### src/rtl/watchdog_supervisor.sv
// rtl/watchdog_supervisor.sv - merges per-source heartbeats for watchdog_timer and sequences fault recovery
// Recovery path: RUN -> RECOVER (sys_reset hold) -> GRACE (watchdog disabled) -> RUN/IDLE, LOCKOUT after MAX_FAULTS.
module watchdog_supervisor #(
  parameter int N_SRC        = 3,
  parameter int RESET_HOLD   = 16,
  parameter int GRACE_CYCLES = 1024,
  parameter int MAX_FAULTS   = 4
) (
  input  logic             clk,
  input  logic             rst,
  input  logic [N_SRC-1:0] src_hb,
  input  logic [N_SRC-1:0] src_mask,
  input  logic             arm,
  input  logic             clr_faults,
  input  logic             wd_force_reset,
  output logic             wd_enable,
  output logic             wd_heartbeat,
  output logic             sys_reset,
  output logic [N_SRC-1:0] missing,
  output logic [7:0]       fault_count,
  output logic             locked_out,
  output logic [2:0]       state
);

  localparam int HOLD_MAX = (RESET_HOLD > GRACE_CYCLES) ? RESET_HOLD : GRACE_CYCLES;
  localparam int CW       = $clog2(HOLD_MAX + 1);

  typedef enum logic [2:0] {
    IDLE    = 3'd0,
    RUN     = 3'd1,
    RECOVER = 3'd2,
    GRACE   = 3'd3,
    LOCKOUT = 3'd4
  } state_t;

  state_t           cur, nxt;
  logic [CW-1:0]    cnt, cnt_nxt;
  logic [N_SRC-1:0] pending, pending_nxt, acc, missing_nxt;
  logic [7:0]       fault_nxt, bumped;
  logic             hb_nxt, round_done;

  assign state = cur;

  always_comb begin
    nxt         = cur;
    cnt_nxt     = cnt;
    pending_nxt = pending;
    fault_nxt   = fault_count;
    hb_nxt      = 1'b0;
    acc         = pending | (src_hb & src_mask);
    round_done  = (src_mask != '0) && ((acc & src_mask) == src_mask);
    bumped      = (fault_count == 8'hFF) ? 8'hFF : fault_count + 8'd1;

    case (cur)
      IDLE: begin
        pending_nxt = '0;
        if (arm) nxt = RUN;
      end
      RUN: begin
        if (wd_force_reset) begin
          fault_nxt   = bumped;
          pending_nxt = '0;
          // A simultaneous clr_faults zeroes the count, so it can never trigger lockout.
          if (!clr_faults && (32'(bumped) >= 32'(MAX_FAULTS))) begin
            nxt = LOCKOUT;
          end else begin
            nxt     = RECOVER;
            cnt_nxt = CW'(RESET_HOLD - 1);
          end
        end else if (!arm) begin
          nxt         = IDLE;
          pending_nxt = '0;
        end else if (round_done) begin
          hb_nxt      = 1'b1;
          pending_nxt = '0;
        end else begin
          pending_nxt = acc;
        end
      end
      RECOVER: begin
        if (cnt == '0) begin
          nxt     = GRACE;
          cnt_nxt = CW'(GRACE_CYCLES - 1);
        end else begin
          cnt_nxt = cnt - 1'b1;
        end
      end
      GRACE: begin
        if (cnt == '0) nxt = arm ? RUN : IDLE;
        else           cnt_nxt = cnt - 1'b1;
      end
      LOCKOUT: begin
        if (clr_faults) nxt = IDLE;
      end
      default: nxt = IDLE;
    endcase

    if (clr_faults) fault_nxt = 8'd0;

    // missing shows the round including this cycle's hits, so a completing round reads 0 for one cycle.
    if (nxt != RUN)      missing_nxt = '0;
    else if (cur == RUN) missing_nxt = src_mask & ~acc;
    else                 missing_nxt = src_mask;
  end

  always_ff @(posedge clk) begin
    if (rst) begin
      cur          <= IDLE;
      cnt          <= '0;
      pending      <= '0;
      fault_count  <= 8'd0;
      wd_enable    <= 1'b0;
      wd_heartbeat <= 1'b0;
      sys_reset    <= 1'b0;
      locked_out   <= 1'b0;
      missing      <= '0;
    end else begin
      cur          <= nxt;
      cnt          <= cnt_nxt;
      pending      <= pending_nxt;
      fault_count  <= fault_nxt;
      wd_enable    <= (nxt == RUN);
      wd_heartbeat <= hb_nxt;
      sys_reset    <= (nxt == RECOVER) || (nxt == LOCKOUT);
      locked_out   <= (nxt == LOCKOUT);
      missing      <= missing_nxt;
    end
  end

endmodule

### config.mk
export PLATFORM = sky130hd
export DESIGN_NAME = watchdog_supervisor
export DESIGN_NICKNAME = d
export VERILOG_FILES = /design/src/rtl/watchdog_supervisor.sv
export SDC_FILE = /design/constraint.sdc
export NUM_CORES = 1
export LEC_CHECK = 0
export BUFFER_PORTS_ARGS = -buffer_cell sky130_fd_sc_hd__buf_4
export CAP_MARGIN = 20
export CORE_UTILIZATION = 55
export CTS_BUF_LIST = sky130_fd_sc_hd__clkbuf_16
export DETAILED_ROUTE_END_ITERATION = 12
export PLACE_DENSITY_LB_ADDON = 0.25
export SLEW_MARGIN = 20
export SYNTH_ARGS = -nofsm -noshare
export SYNTH_HDL_FRONTEND = slang
export SYNTH_SLANG_ARGS = --single-unit
### constraint.sdc
create_clock -name clk -period 3.3 [get_ports clk]
set_clock_uncertainty 0.15 [all_clocks]
set_input_delay 0.33 -clock clk [delete_from_list [all_inputs] [get_ports clk]]
set_output_delay 0.33 -clock clk [all_outputs]
set_load 0.05 [all_outputs]
# Word level (Yosys, flattened, before mapping)
# Cells that the tools add are included.
[classes] n_addsub=2 magnitude_cmp=1 n_eq_ne=13 reduce_logical=14 n_mux=21 bitwise_logic=7
[op_table] cell="two-way mux 11 bit" n=4
[op_table] cell="two-way mux 3 bit" n=11
[op_table] cell="case mux 11 bit (3 select lines)" n=1
[op_table] cell="case mux 3 bit (5 select lines)" n=1
[op_table] cell="zero test 11 bit" n=1
[op_table] cell="subtractor 11 x 1 -> 11 bit, second input constant" n=1
[op_table] cell="AND 3 bit" n=3
[op_table] cell="equality test 3 x 2 -> 1 bit, second input constant" n=3
[op_table] cell="adder 8 x 1 -> 8 bit, second input constant" n=1
[op_table] cell="equality test 8 bit, second input constant" n=1
[op_table] cell=">= comparator 8 x 3 -> 1 bit, second input constant" n=1
[op_table] cell="two-way mux 8 bit" n=1
[op_table] cell="equality test 3 x 1 -> 1 bit, second input constant" n=2
[op_table] cell="equality test 3 bit, second input constant" n=2
[op_table] cell="!= test 2 bit, second input constant" n=3
[op_table] cell="case mux 3 bit (2 select lines)" n=1
[op_table] cell="nonzero test 3 bit" n=2
[op_table] cell="AND reduction 4 bit" n=1
[op_table] cell="OR reduction 2 bit" n=2
[op_table] cell="OR reduction 4 bit" n=1
[op_table] cell="equality test 3 bit" n=1
[op_table] cell="zero test 3 bit" n=1
[op_table] cell="!= test 3 x 1 -> 1 bit, second input constant" n=1
[op_table] cell="NOT 3 bit" n=1
[op_table] cell="8 further kinds" n=11
[word_totals] in_bits=11 regBits=32 wordCells=67 out_inout_bits=18

# Logic depth before layout (Yosys ltp)
[depth] word_depth=9 depth_mapped=9 ltp_nobuf=8

# Worst setup path before layout
# OpenSTA, ideal clock, no wires.
[synth_path] path_type="reg-to-reg" startpoint="reg fault_count[2]" endpoint="reg cnt[8]" path_buffers=1 path_stages_with_launch=8 required_ps=3080 period_less_slack_ps=2501 arrival_time_ps=2281 setup_time_ps=70 setup_slack_ps=799 path_cell_list="dfxtp_1 -> buf_2 -> and4_1 -> a21boi_0 -> nor3_2 -> a221oi_2 -> or4_2 -> a21oi_1"
[synth_via] elab_chain_len=6 word_cells_on_any_way=7 classes_between="1 x add/sub; 1 x order compare; 2 x eq/ne; 1 x mux; 2 x reduce/logical"
[synth_lines] item="start: declaration" line_no="20" text="output logic [7:0] fault_count,"
[synth_lines] item="start signal: assignment" line_no="121" text="fault_count <= fault_nxt;"
[synth_lines] item="adder 8 x 1 -> 8 bit or equality test 8 bit (tied branches)" line_no="52" text="bumped = (fault_count == 8'hFF) ? 8'hFF : fault_count + 8'd1;"
[synth_lines] item="two-way mux 8 bit (*)" line_no="52"
[synth_lines] item=">= comparator 8 x 3 -> 1 bit (*)" line_no="64" text="if (!clr_faults && (32'(bumped) >= 32'(MAX_FAULTS))) begin"
[synth_lines] item="logical AND 1 bit (*)" line_no="64"
[synth_lines] item="!= test 2 bit (no source line) (*)"
[synth_lines] item="AND reduction 4 bit (no source line) (*)"
[synth_lines] item="end signal: assignment" line_no="119" text="cnt <= cnt_nxt;"
[synth_lines] item="end: declaration" line_no="37" text="logic [CW-1:0] cnt, cnt_nxt;"
# Mark *: on every way between the ends. The rest lies on a longest branch, timed or not.
# A chain may end at the register's enable or synchronous reset.

# Worst setup path in the final report
[layout_path] startpoint="reg cnt[0]" endpoint="reg cnt[8]"
[layout_via] elab_chain_len=3 word_cells_on_any_way=7 classes_between="1 x add/sub; 1 x eq/ne; 3 x mux; 2 x reduce/logical"
[layout_lines] item="subtractor 11 x 1 -> 11 bit or zero test 11 bit (tied branches)"
[layout_lines] item="two-way mux 11 bit (tied with other cells)" line_no="89" text="if (cnt == '0) nxt = arm ? RUN : IDLE;"
[layout_lines] item="case mux 11 bit (3 select lines) or AND reduction 4 bit (tied branches)"
# Several ways; a longest one is shown, not always the timed one. The select of a mux whose other input is x is not followed.

==> results.py <==
metrics = {
    "detailed_routing": {
        "drtIter0Drc": 92,
        "drtAntennaViolNets": 0,
        "dr.pass1.iters": 5,
        "vias": 1593,
        "drc": 0,
        "wirelength_mm": 3.939,
        "vias_per_cell": 6.347,
        "wl_per_cell_um": 15.69,
    },
    "placed_design": {
        "dp_hpwl_mm": 2.813,
        "pre_cts_ws_ns": 0.5861,
        "gp_congestion": 0.9018,
        "placed_cells": 243,
        "io_buffers": 28,
    },
    "layout": {
        "area_growth_pct": 23.70,
        "antenna_cells": 0,
        "drive_gt1_frac": 0.2227,
        "instances_no_fill": 251,
        "nets": 232,
        "final_cell_mix": "dfxtp_1, buf_4, nor2_1",
        "final_common_cell": "dfxtp_1",
        "fin_util": 0.7256,
        "n_fill_cell": 208,
    },
    "clocking": {
        "cts_tree": "done",
        "cts_buffer_depth": 2,
        "hold_buffers": 0,
        "post_cts_buffers": 0,
        "clock-sinks": 32,
        "clock-root-buffer": "clkbuf_16",
        "insertion_delay_ns": 0.27,
        "cts_resized": 0,
        "cts_max_level": 2,
        "clk_pin_slew_ns": 0.05,
        "numCtsBuffers": 5,
    },
    "timing": {
        "slew_headroom": 0.4048,
        "worstMarginPinSlew_ns": 0.8928,
        "slew_viol_final": 0,
        "fin_ws_ns": 0.5603,
        "final-setup-viol-count": 0,
        "hold_viol": 0,
        "fin_setup_tns_ns": 0,
        "rsz0062_at_grt": "false",
        "post-route-min-period_ns": 2.740,
        "fmax_ghz": 0.3650,
        "min_period_over_period": 0.8302,
    },
    "worst_setup_path": {
        "cp-start-kind": "flop",
        "slowest_stage": "a221oi_2",
        "worstPathCellList": "inv_1 > ha_1 > or4b_4 > nor2_1 > a31oi_1 > a221oi_2 > or4_2 > a21oi_1",
        "critPathKind": "reg -> reg",
        "worstPathArrival_ns": 2.74,
        "worstPathRequired_ns": 3.30,
        "cp_slowest_stage_delay_ns": 0.71,
        "cp_max_fo": 12,
        "r2r_cells": 8,
        "end_kind": "flop",
    },
    "power_and_ir_drop": {
        "power_w": 0.001287,
        "powerDensity_nw_per_um2": 637.8,
        "p_leak_nw": 0.8197,
        "ir_worst_vdd_uv": 634.6,
    },
    "floorplan": {
        "die_x_um": 56.47,
        "core-area_sq_um": 2781,
        "die-area_sq_um": 3188,
        "start_util": 0.5866,
        "num_rows": 19,
        "die_h_um": 56.47,
        "io_pins": 29,
    },
    "hold_path": {
        "hold_class": "in -> reg",
        "min_path_cells": 2,
    },
    "yosys": {
        "ys_types": 50,
        "syn_inst": 190,
        "synth_edf_count": 0,
        "async_flop_share": 0,
        "postSynthAreaPerCell_sq_um": 8.587,
        "seq_area_frac_synth": 0.3926,
        "syn_area_sq_um": 1632,
        "ys_ff_latch": 32,
        "synth_ff_type": "dfxtp_1",
        "synth_fp_nets": 203,
        "yosysWarningCount": 0,
    },
    "grt": {
        "top_usage_layer": "met2",
        "grt_use_total": 0.2705,
        "gr-usage-met1": 0.3392,
        "grt_use_met3": 0.06912,
        "antenna_found_initial": 0,
        "grt_pass1_vias": 1518,
        "met2_usage": 0.4454,
        "grt_pass1_wl_mm": 6.789,
        "grt_max_degree": 19,
        "overflow": 0,
    },
    "outcome": {
        "outcome": "finished clean",
    },
    "job": {
        "maxCapViolCount": 0,
    },
}
[worst max-delay path: cells and delay by family (launching register included)]
kind | cells | cell delay, ns
flip-flops | 1 | 0.34
adder cells (fa/ha/maj) | 1 | 0.23
buffers and inverters | 1 | 0.10
AND/OR/NAND/NOR | 3 | 0.88
AO/OA/AOI/OAI | 3 | 0.93
[cells in the mapped netlist, types with 2 or more instances]
| master | instances | area [sq um] |
|---|---|---|
| nor3_1 | 12 | 60.06 |
| o21ai_0 | 4 | 20.02 |
| dfxtp_1 | 32 | 640.6 |
| buf_2 | 4 | 20.02 |
| a211oi_2 | 2 | 25.02 |
| a211oi_1 | 3 | 22.52 |
| a21oi_1 | 21 | 105.1 |
| nor2_1 | 25 | 93.84 |
| clkbuf_1 | 2 | 7.510 |
| and2_1 | 3 | 18.77 |
| nor3b_1 | 7 | 52.55 |
| inv_1 | 3 | 11.26 |
| o211a_1 | 4 | 40.04 |
| ha_1 | 2 | 25.02 |
| nand2b_1 | 2 | 12.51 |
| nand2_1 | 8 | 30.03 |
| o21a_1 | 3 | 22.52 |
| a311oi_1 | 4 | 35.03 |
| a31oi_1 | 4 | 25.02 |
| o31ai_1 | 2 | 15.01 |
| nor4b_1 | 3 | 26.28 |
| and3_1 | 4 | 25.02 |
| nand3_1 | 7 | 35.03 |
| a32oi_1 | 3 | 26.28 |
[where the power goes]
part / switching (W) / internal (W)
Sequential: 0.0000325 / 0.000418
Combinational: 0.000203 / 0.000128
Clock: 0.000157 / 0.000350
[sequential cells by signal (all words and copies together) (netlist names)]
signal,cells
cnt,11
fault_count,8
locked_out,1
missing,3
pending,3
state,3
sys_reset,1
wd_enable,1
wd_heartbeat,1
[worst paths after layout]
path	slack, ns	endpoint	from
max reg2reg	0.56	cnt[8]$_SDFFE_PP0P_	cnt[0]$_SDFFE_PP0P_
max	0.56	cnt[8]$_SDFFE_PP0P_	cnt[0]$_SDFFE_PP0P_
min reg2reg	0.37	pending[0]$_SDFFE_PP0P_	pending[0]$_SDFFE_PP0P_
min	0.17	missing[0]$_SDFF_PP0_	src_mask[0]
[metal layers]
layer | vias to the layer above | wire, um | share of wire
li1 | 781 | - | -
met1 | 746 | 1720 | 0.44
met2 | 52 | 1955 | 0.50
met3 | 14 | 174 | 0.044
met4 | 0 | 88 | 0.022
met5 | - | 0 | 0
[stage by stage]
step	hold WS, ns	area [sq um]
2_1_floorplan	0.3134	1632
3_3_place_gp	0.3373	1856
3_5_place_dp	0.3567	1856
4_1_cts	0.1648	2018
5_1_grt	0.1795	2018
6_report	0.1736	2018
[cell type report]
type,count,area (sq um),share of cell area
clock buffers,5,125.1,0.06200
clock inverters,3,37.54,0.01860
inverters,3,11.26,0.005580
multi-input cells,147,939.7,0.4656
flip-flops and latches,32,640.6,0.3174
well taps,31,38.79,0.01922
repair buffers,30,225.2,0.1116
[cells by family after synthesis]
group	synth area share
compound gates	0.2630
xor+xnor	0.005369
fa+ha+maj	0.01533
buf+inv	0.03144
flops	0.3926
mux	0.006135
simple gates	0.2861
Power figures use the tool's default switching activity.
